$ cat src/rtl/mbus_ext_int_ctrl_pkg.sv
// Shared constants for the MBus external-interrupt controller:
// FSM state encodings, watchdog counter width and a modulo helper.
package mbus_ext_int_ctrl_pkg;

  localparam logic [2:0] MBUS_EIC_IDLE     = 3'd0;
  localparam logic [2:0] MBUS_EIC_WAIT_BUS = 3'd1;
  localparam logic [2:0] MBUS_EIC_ASSERT   = 3'd2;
  localparam logic [2:0] MBUS_EIC_ACK      = 3'd3;
  localparam logic [2:0] MBUS_EIC_RELEASE  = 3'd4;

  localparam int MBUS_EIC_TO_W = 16;

  typedef enum logic [2:0] {
    ST_IDLE     = MBUS_EIC_IDLE,
    ST_WAIT_BUS = MBUS_EIC_WAIT_BUS,
    ST_ASSERT   = MBUS_EIC_ASSERT,
    ST_ACK      = MBUS_EIC_ACK,
    ST_RELEASE  = MBUS_EIC_RELEASE
  } eic_state_e;

  // (a + b) mod n for a < n and b < n; avoids a general divider.
  function automatic int wrap_add(input int a, input int b, input int n);
    int s;
    s = a + b;
    return (s >= n) ? (s - n) : s;
  endfunction

endpackage

$ cat src/rtl/mbus_sync2.sv
// Two-flop synchronizer for a single asynchronous level, reset to 0.
module mbus_sync2 (
  input  logic clk,
  input  logic rst_n,
  input  logic d,
  output logic q
);

  logic meta_q;
  logic sync_q;

  // Two back-to-back flops; only the second one is used downstream.
  always_ff @(posedge clk or negedge rst_n) begin
    if (!rst_n) begin
      meta_q <= 1'b0;
      sync_q <= 1'b0;
    end else begin
      meta_q <= d;
      sync_q <= meta_q;
    end
  end

  assign q = sync_q;

endmodule

$ cat src/rtl/mbus_ext_int_ctrl.sv
// Round-robin arbiter and request sequencer in front of the MBus
// external-interrupt generator. Optional watchdog is built when the
// macro MBUS_INT_TIMEOUT_EN is defined; otherwise TIMEOUT_ERR is 0.
module mbus_ext_int_ctrl
  import mbus_ext_int_ctrl_pkg::*;
#(
  parameter int NUM_REQ        = 4,
  parameter int ID_W           = $clog2(NUM_REQ),
  parameter int TIMEOUT_CYCLES = 1024
) (
  input  logic               CLK,
  input  logic               RESETn,
  input  logic [NUM_REQ-1:0] INT_REQ,
  output logic [NUM_REQ-1:0] INT_ACK,
  output logic [ID_W-1:0]    GNT_ID,
  output logic               GNT_VALID,
  input  logic               BUS_BUSYn,
  input  logic               CLR_EXT_INT,
  output logic               REQ_INT,
  output logic               TIMEOUT_ERR
);

  logic bbn_s;
  logic clr_s;

  mbus_sync2 u_sync_bbn (
    .clk   (CLK),
    .rst_n (RESETn),
    .d     (BUS_BUSYn),
    .q     (bbn_s)
  );

  mbus_sync2 u_sync_clr (
    .clk   (CLK),
    .rst_n (RESETn),
    .d     (CLR_EXT_INT),
    .q     (clr_s)
  );

  eic_state_e         state_q, state_d;
  logic [ID_W-1:0]    rr_ptr_q, rr_ptr_d;
  logic [ID_W-1:0]    gnt_id_q, gnt_id_d;
  logic               req_int_q, req_int_d;
  logic [NUM_REQ-1:0] int_ack_q, int_ack_d;
  logic               timeout_err_q, timeout_err_d;

  logic               pick_found;
  logic [ID_W-1:0]    pick_idx;
  logic [ID_W-1:0]    cand_idx;
  logic [ID_W-1:0]    next_ptr;

`ifdef MBUS_INT_TIMEOUT_EN
  localparam logic [MBUS_EIC_TO_W-1:0] TO_LIMIT = MBUS_EIC_TO_W'(TIMEOUT_CYCLES - 1);
  logic [MBUS_EIC_TO_W-1:0] wd_cnt_q, wd_cnt_d;
`else
  // Parameter kept for interface compatibility; no watchdog in this build.
  logic unused_timeout_cfg;
  assign unused_timeout_cfg = ^(MBUS_EIC_TO_W'(TIMEOUT_CYCLES));
`endif

  // Round-robin pick: scan offsets from high to low so the smallest offset
  // from rr_ptr (first set bit at or above it, wrapping) is the final winner.
  always_comb begin
    pick_found = 1'b0;
    pick_idx   = '0;
    cand_idx   = '0;
    for (int i = NUM_REQ - 1; i >= 0; i--) begin
      cand_idx = ID_W'(wrap_add(int'(rr_ptr_q), i, NUM_REQ));
      if (INT_REQ[cand_idx]) begin
        pick_found = 1'b1;
        pick_idx   = cand_idx;
      end
    end
  end

  assign next_ptr = ID_W'(wrap_add(int'(gnt_id_q), 1, NUM_REQ));

  // Next-state and registered-output logic for the grant sequencer.
  always_comb begin
    state_d       = state_q;
    rr_ptr_d      = rr_ptr_q;
    gnt_id_d      = gnt_id_q;
    req_int_d     = req_int_q;
    int_ack_d     = '0;
    timeout_err_d = 1'b0;
`ifdef MBUS_INT_TIMEOUT_EN
    wd_cnt_d      = wd_cnt_q;
`endif
    case (state_q)
      ST_IDLE: begin
        if (pick_found) begin
          gnt_id_d = pick_idx;
          state_d  = ST_WAIT_BUS;
        end
      end
      ST_WAIT_BUS: begin
        // Withdrawal beats a simultaneous bus-idle indication.
        if (!INT_REQ[gnt_id_q]) begin
          state_d = ST_IDLE;
        end else if (bbn_s) begin
          state_d   = ST_ASSERT;
          req_int_d = 1'b1;
`ifdef MBUS_INT_TIMEOUT_EN
          wd_cnt_d  = '0;
`endif
        end
      end
      ST_ASSERT: begin
        // Committed: INT_REQ is no longer looked at. A clear wins over expiry.
        if (clr_s) begin
          state_d   = ST_ACK;
          req_int_d = 1'b0;
          int_ack_d = NUM_REQ'(1) << gnt_id_q;
        end
`ifdef MBUS_INT_TIMEOUT_EN
        else if (wd_cnt_q == TO_LIMIT) begin
          state_d       = ST_RELEASE;
          req_int_d     = 1'b0;
          timeout_err_d = 1'b1;
          rr_ptr_d      = next_ptr;
        end else begin
          wd_cnt_d = wd_cnt_q + 1'b1;
        end
`endif
      end
      ST_ACK: begin
        rr_ptr_d = next_ptr;
        state_d  = ST_RELEASE;
      end
      ST_RELEASE: begin
        // Let the clear drop so it is not credited to the next grant.
        if (!clr_s) begin
          state_d = ST_IDLE;
        end
      end
      default: begin
        state_d   = ST_IDLE;
        req_int_d = 1'b0;
      end
    endcase
  end

  // State and output registers; reset drops REQ_INT immediately.
  always_ff @(posedge CLK or negedge RESETn) begin
    if (!RESETn) begin
      state_q       <= ST_IDLE;
      rr_ptr_q      <= '0;
      gnt_id_q      <= '0;
      req_int_q     <= 1'b0;
      int_ack_q     <= '0;
      timeout_err_q <= 1'b0;
    end else begin
      state_q       <= state_d;
      rr_ptr_q      <= rr_ptr_d;
      gnt_id_q      <= gnt_id_d;
      req_int_q     <= req_int_d;
      int_ack_q     <= int_ack_d;
      timeout_err_q <= timeout_err_d;
    end
  end

`ifdef MBUS_INT_TIMEOUT_EN
  // Watchdog counter, only advanced while the request is asserted.
  always_ff @(posedge CLK or negedge RESETn) begin
    if (!RESETn) begin
      wd_cnt_q <= '0;
    end else begin
      wd_cnt_q <= wd_cnt_d;
    end
  end
`endif

  assign INT_ACK     = int_ack_q;
  assign GNT_ID      = gnt_id_q;
  assign GNT_VALID   = (state_q != ST_IDLE);
  assign REQ_INT     = req_int_q;
  assign TIMEOUT_ERR = timeout_err_q;

endmodule
$ cat config.mk
export PLATFORM = sky130hd
export DESIGN_NAME = mbus_ext_int_ctrl
export DESIGN_NICKNAME = d
export VERILOG_FILES = /design/src/rtl/mbus_ext_int_ctrl_pkg.sv /design/src/rtl/mbus_sync2.sv /design/src/rtl/mbus_ext_int_ctrl.sv
export SDC_FILE = /design/constraint.sdc
export NUM_CORES = 1
export LEC_CHECK = 0
export ABC_AREA = 1
export CAP_MARGIN = 30
export CORE_MARGIN = 2
export CORE_UTILIZATION = 47
export DETAILED_ROUTE_END_ITERATION = 8
export DONT_BUFFER_PORTS = 1
export GPL_TIMING_DRIVEN = 0
export PLACE_DENSITY = 0.6
export SLEW_MARGIN = 10
export SYNTH_ARGS = -nofsm -noshare
export SYNTH_HDL_FRONTEND = slang
export SYNTH_SLANG_ARGS = --single-unit
$ cat constraint.sdc
create_clock -name CLK -period 1.7 [get_ports CLK]
set_input_delay 0.17 -clock CLK [delete_from_list [all_inputs] [get_ports CLK]]
set_output_delay 0.17 -clock CLK [all_outputs]
set_load 0.02 [all_outputs]
==> run summary <==
======================================================================================
Number of antenna violations at the first check in global routing                    0
Critical-path cell with the highest stage delay                                dfrtp_1
Routed via count divided by cell count                                            4.80
Residual antenna-violating net count after detailed routing                          0
Category of the most critical setup path                                       reg2reg
Count of clock tree sinks                                                           16
Transition time of the tightest slew-check pin                                  678 ps
Latest clock arrival within the worst-skew pair                                 290 ps
Hold Fails Final Rpt                                                                 0
Worst Reg2Reg Path Length in Cells                                                   8
Overall routed net length                                                      1900 um
Post-detailed-placement half-perimeter wirelength                              1510 um
Max Buffers Root-to-Sink                                                             2
Drt first-iter violations                                                           12
Dominant delay contributor by cell family on the critical path              flip-flops
Global-route total usage across every layer                                      0.188
Number of enable flip-flop cells after synthesis                                     0
Leakage dissipation                                                           0.611 nW
Final worst-path setup slack                                                    268 ps
Ratio of total power to cell area                                         1840 mW/mm^2
Setup repair after global routing missed its margin                                 no
Routed length per instance                                                     11.0 um
Vias after detailed routing                                                        830
Hold WC Path Type                                                               in2reg
Max-Slew Margin vs Limit                                                         0.547
DRC violations left                                                                  0
Finished layout cell area                                                 0.00108 sq mm
Global placer's final weighted congestion                                        0.882
Final setup violating endpoints                                                      0
Total Nets Final                                                                   160
Power after layout                                                             1.99 mW
Count of input and output buffers                                                    0
Launch point of the worst path                                            GNT_ID[0]$_DFFE_PN0P_
Proportion of layout cells with a drive suffix above 1                           0.123
Yosys reg bits                                                                      16
Hold-critical path depth                                                             5
Number of global-route vias before repair                                          794
Min cycle time layout                                                          1430 ps
Synth Instances                                                                    140
Reg-to-Reg Start                                                          GNT_ID[0]$_DFFE_PN0P_
Post-placement setup slack                                                      286 ps
Root cell of the clock tree                                                   clkbuf_4
Biggest cell delay along the critical path                                      620 ps
Die area                                                                  0.00249 sq mm
Die W                                                                          49.9 um
Launching element type of the critical path                                       flop
Clock tree from TritonCTS                                                        built
TritonRoute pass-1 iters                                                             4
Share of the cycle needed by the critical path after routing                     0.842
Maximum net fanout on the critical path                                              8
Wire length of the first global-routing pass                                   3430 um
Clock transition at the registers of the reported paths                          80 ps
Initial Utilization                                                              0.500
Die boundary height                                                            49.9 um
Sequential fraction of the synthesis area                                        0.404
Hold endpoint                                                             GNT_ID[1]$_DFFE_PN0P_
I/O pin total                                                                       17
Setup Skew                                                                     4.91 ps
Number of nets produced by synthesis                                               152
Critical path, cell by cell                                               inv_1, nand2_1, nand3_1, nand2_1, nor2_1, nand2_1, nand4_1, nand2_1
Multi-input gate area                                                        489 sq um
Critical hold path startpoint                                               INT_REQ[1]
Mapped Area                                                                  991 sq um
Most frequent cell on the critical path                                        nand2_1
Highest achievable clock rate                                                0.698 GHz
Num rows                                                                            16
Buffers inserted during post-CTS setup optimization                                  0
Count of inserted antenna diode cells                                                0
Mean instance size in the synthesized netlist                               7.08 sq um
Async set or reset register ratio after synthesis                                 1.00
Result of the run                                                            completed
Syn. warnings                                                                        0
Count of filler cells inserted in the layout                                       199
Number of distinct standard cells referenced by the synthesized netlist             21
Required time reported for the critical path endpoint                          1920 ps
Endpoint class of the critical path                                               flop
Prevailing post-synth register cell                                            dfrtp_1
Signal arrival time at the worst endpoint                                      1660 ps
Overflow after GRT                                                                   0
Total clock buffers created by CTS                                                   3
Number of buffer and inverter instances along the worst setup path                   1
Combined flip-flop and latch cell area                                       400 sq um
Total of max-cap violations                                                          0
Largest net degree at the start of global routing                                   17
Syn-to-layout area delta                                                         8.71%
Area of the placeable core                                                0.00198 sq mm
Maximum vdd ir drop                                                            1.03 mV
Total Neg Setup Slack                                                             0 ps
Area post-placement                                                       0.00102 sq mm
Final Max Slew Viols                                                                 0
H-tree depth reported by CTS                                                         1
Worst reg2reg endpoint                                                    state_q[0]$_DFFE_PN0P_
Register-to-Register Setup Slack                                                270 ps
======================================================================================
==> cell type report <==
class	count	area share
plain buffers	2	0.0174
well taps	27	0.0314
multi-input cells	100	0.454
repair buffers	3	0.0279
inverters	22	0.0767
clock buffers	3	0.0209
flip-flops and latches	16	0.372
==> cell usage in the layout (no fill, tap or decap), drive strengths merged <==
cell type    instances
o21ai                5
clkbuf               3
inv                 22
dlygate4sd3          3
ha                   4
a21oi                2
nand4                2
buf                  2
nand3                8
o22a                 1
dfrtp               16
nor2                15
conb                 1
nor3                 1
nand2               61
==> per-stage QoR <==
step,std cells,utilization,hold WS (ps)
CTS,173,0.544,216
global route,173,0.544,268
detailed placement,167,0.517,-125
floorplan,140,-,-126
finish,173,0.544,237
global placement,167,0.517,-125
==> logic make-up after synthesis <==
logic type      count (synthesis)  synth area share
buf+inv                        24             0.102
simple gates                   87             0.376
flops                          16             0.404
fa+ha+maj                       4            0.0505
other cells                     1           0.00378
compound gates                  8            0.0631
==> where the power goes <==
| part | switching, mW | internal (mW) | total, mW |
|---|---|---|---|
| sequential | 0.167 | 0.482 | 0.649 |
| combinational | 0.743 | 0.404 | 1.15 |
| clock | 0.108 | 0.0824 | 0.191 |
==> cell usage after synthesis, types with 2 or more instances <==
master / number / area [sq um]
nand2_2: 6 / 37.5
dfrtp_1: 16 / 400
o21ai_2: 2 / 17.5
nand2_1: 54 / 203
nand4_1: 2 / 12.5
o21ai_0: 2 / 10.0
nand3_1: 8 / 40.0
nor2_1: 14 / 52.6
inv_2: 2 / 7.51
inv_1: 20 / 75.1
ha_1: 4 / 50.1
==> sequential cells by signal, summed over array words and instances (netlist names) <==
signal and flops:
rr_ptr_q 2, REQ_INT 1, u_sync_bbn.q 1, u_sync_clr.meta_q 1
state_q 3, GNT_ID 2, u_sync_bbn.meta_q 1, u_sync_clr.q 1
INT_ACK 4
==> repair_timing <==
item / 4_1_cts / 5_1_grt
hold endpoints to repair: 18 / 0
resized for setup: 0 / 0
hold buffers: 3 / 0
==> worst register-to-register path: cells and delay by family (launching register included) <==
family,cells,cell delay (ps)
flops,1,620
buf+inv,1,170
simple gates,7,590
==> routing by layer <==
| metal | vias up | track usage | routed length, um |
|---|---|---|---|
| met3 | 4 | 0.0636 | 123 |
| met4 | 0 | 0.0880 | 35 |
| met1 | 365 | 0.230 | 834 |
| met5 | - | 0 | 0 |
| li1 | 436 | - | - |
| met2 | 25 | 0.296 | 910 |
==> how the worst max path moves through the flow <==
stage / to / slack (ps) / cells past startpoint
2_1_floorplan: GNT_ID[0]$_DFFE_PN0P_ / 420 / 11
3_3_place_gp: state_q[0]$_DFFE_PN0P_ / 300 / 8
3_5_place_dp: state_q[1]$_DFFE_PN0P_ / 290 / 8
4_1_cts: state_q[1]$_DFFE_PN0P_ / 250 / 8
5_1_grt: state_q[0]$_DFFE_PN0P_ / 80 / 8
6_report: state_q[0]$_DFFE_PN0P_ / 270 / 8
Power figures use the tool's default switching activity.
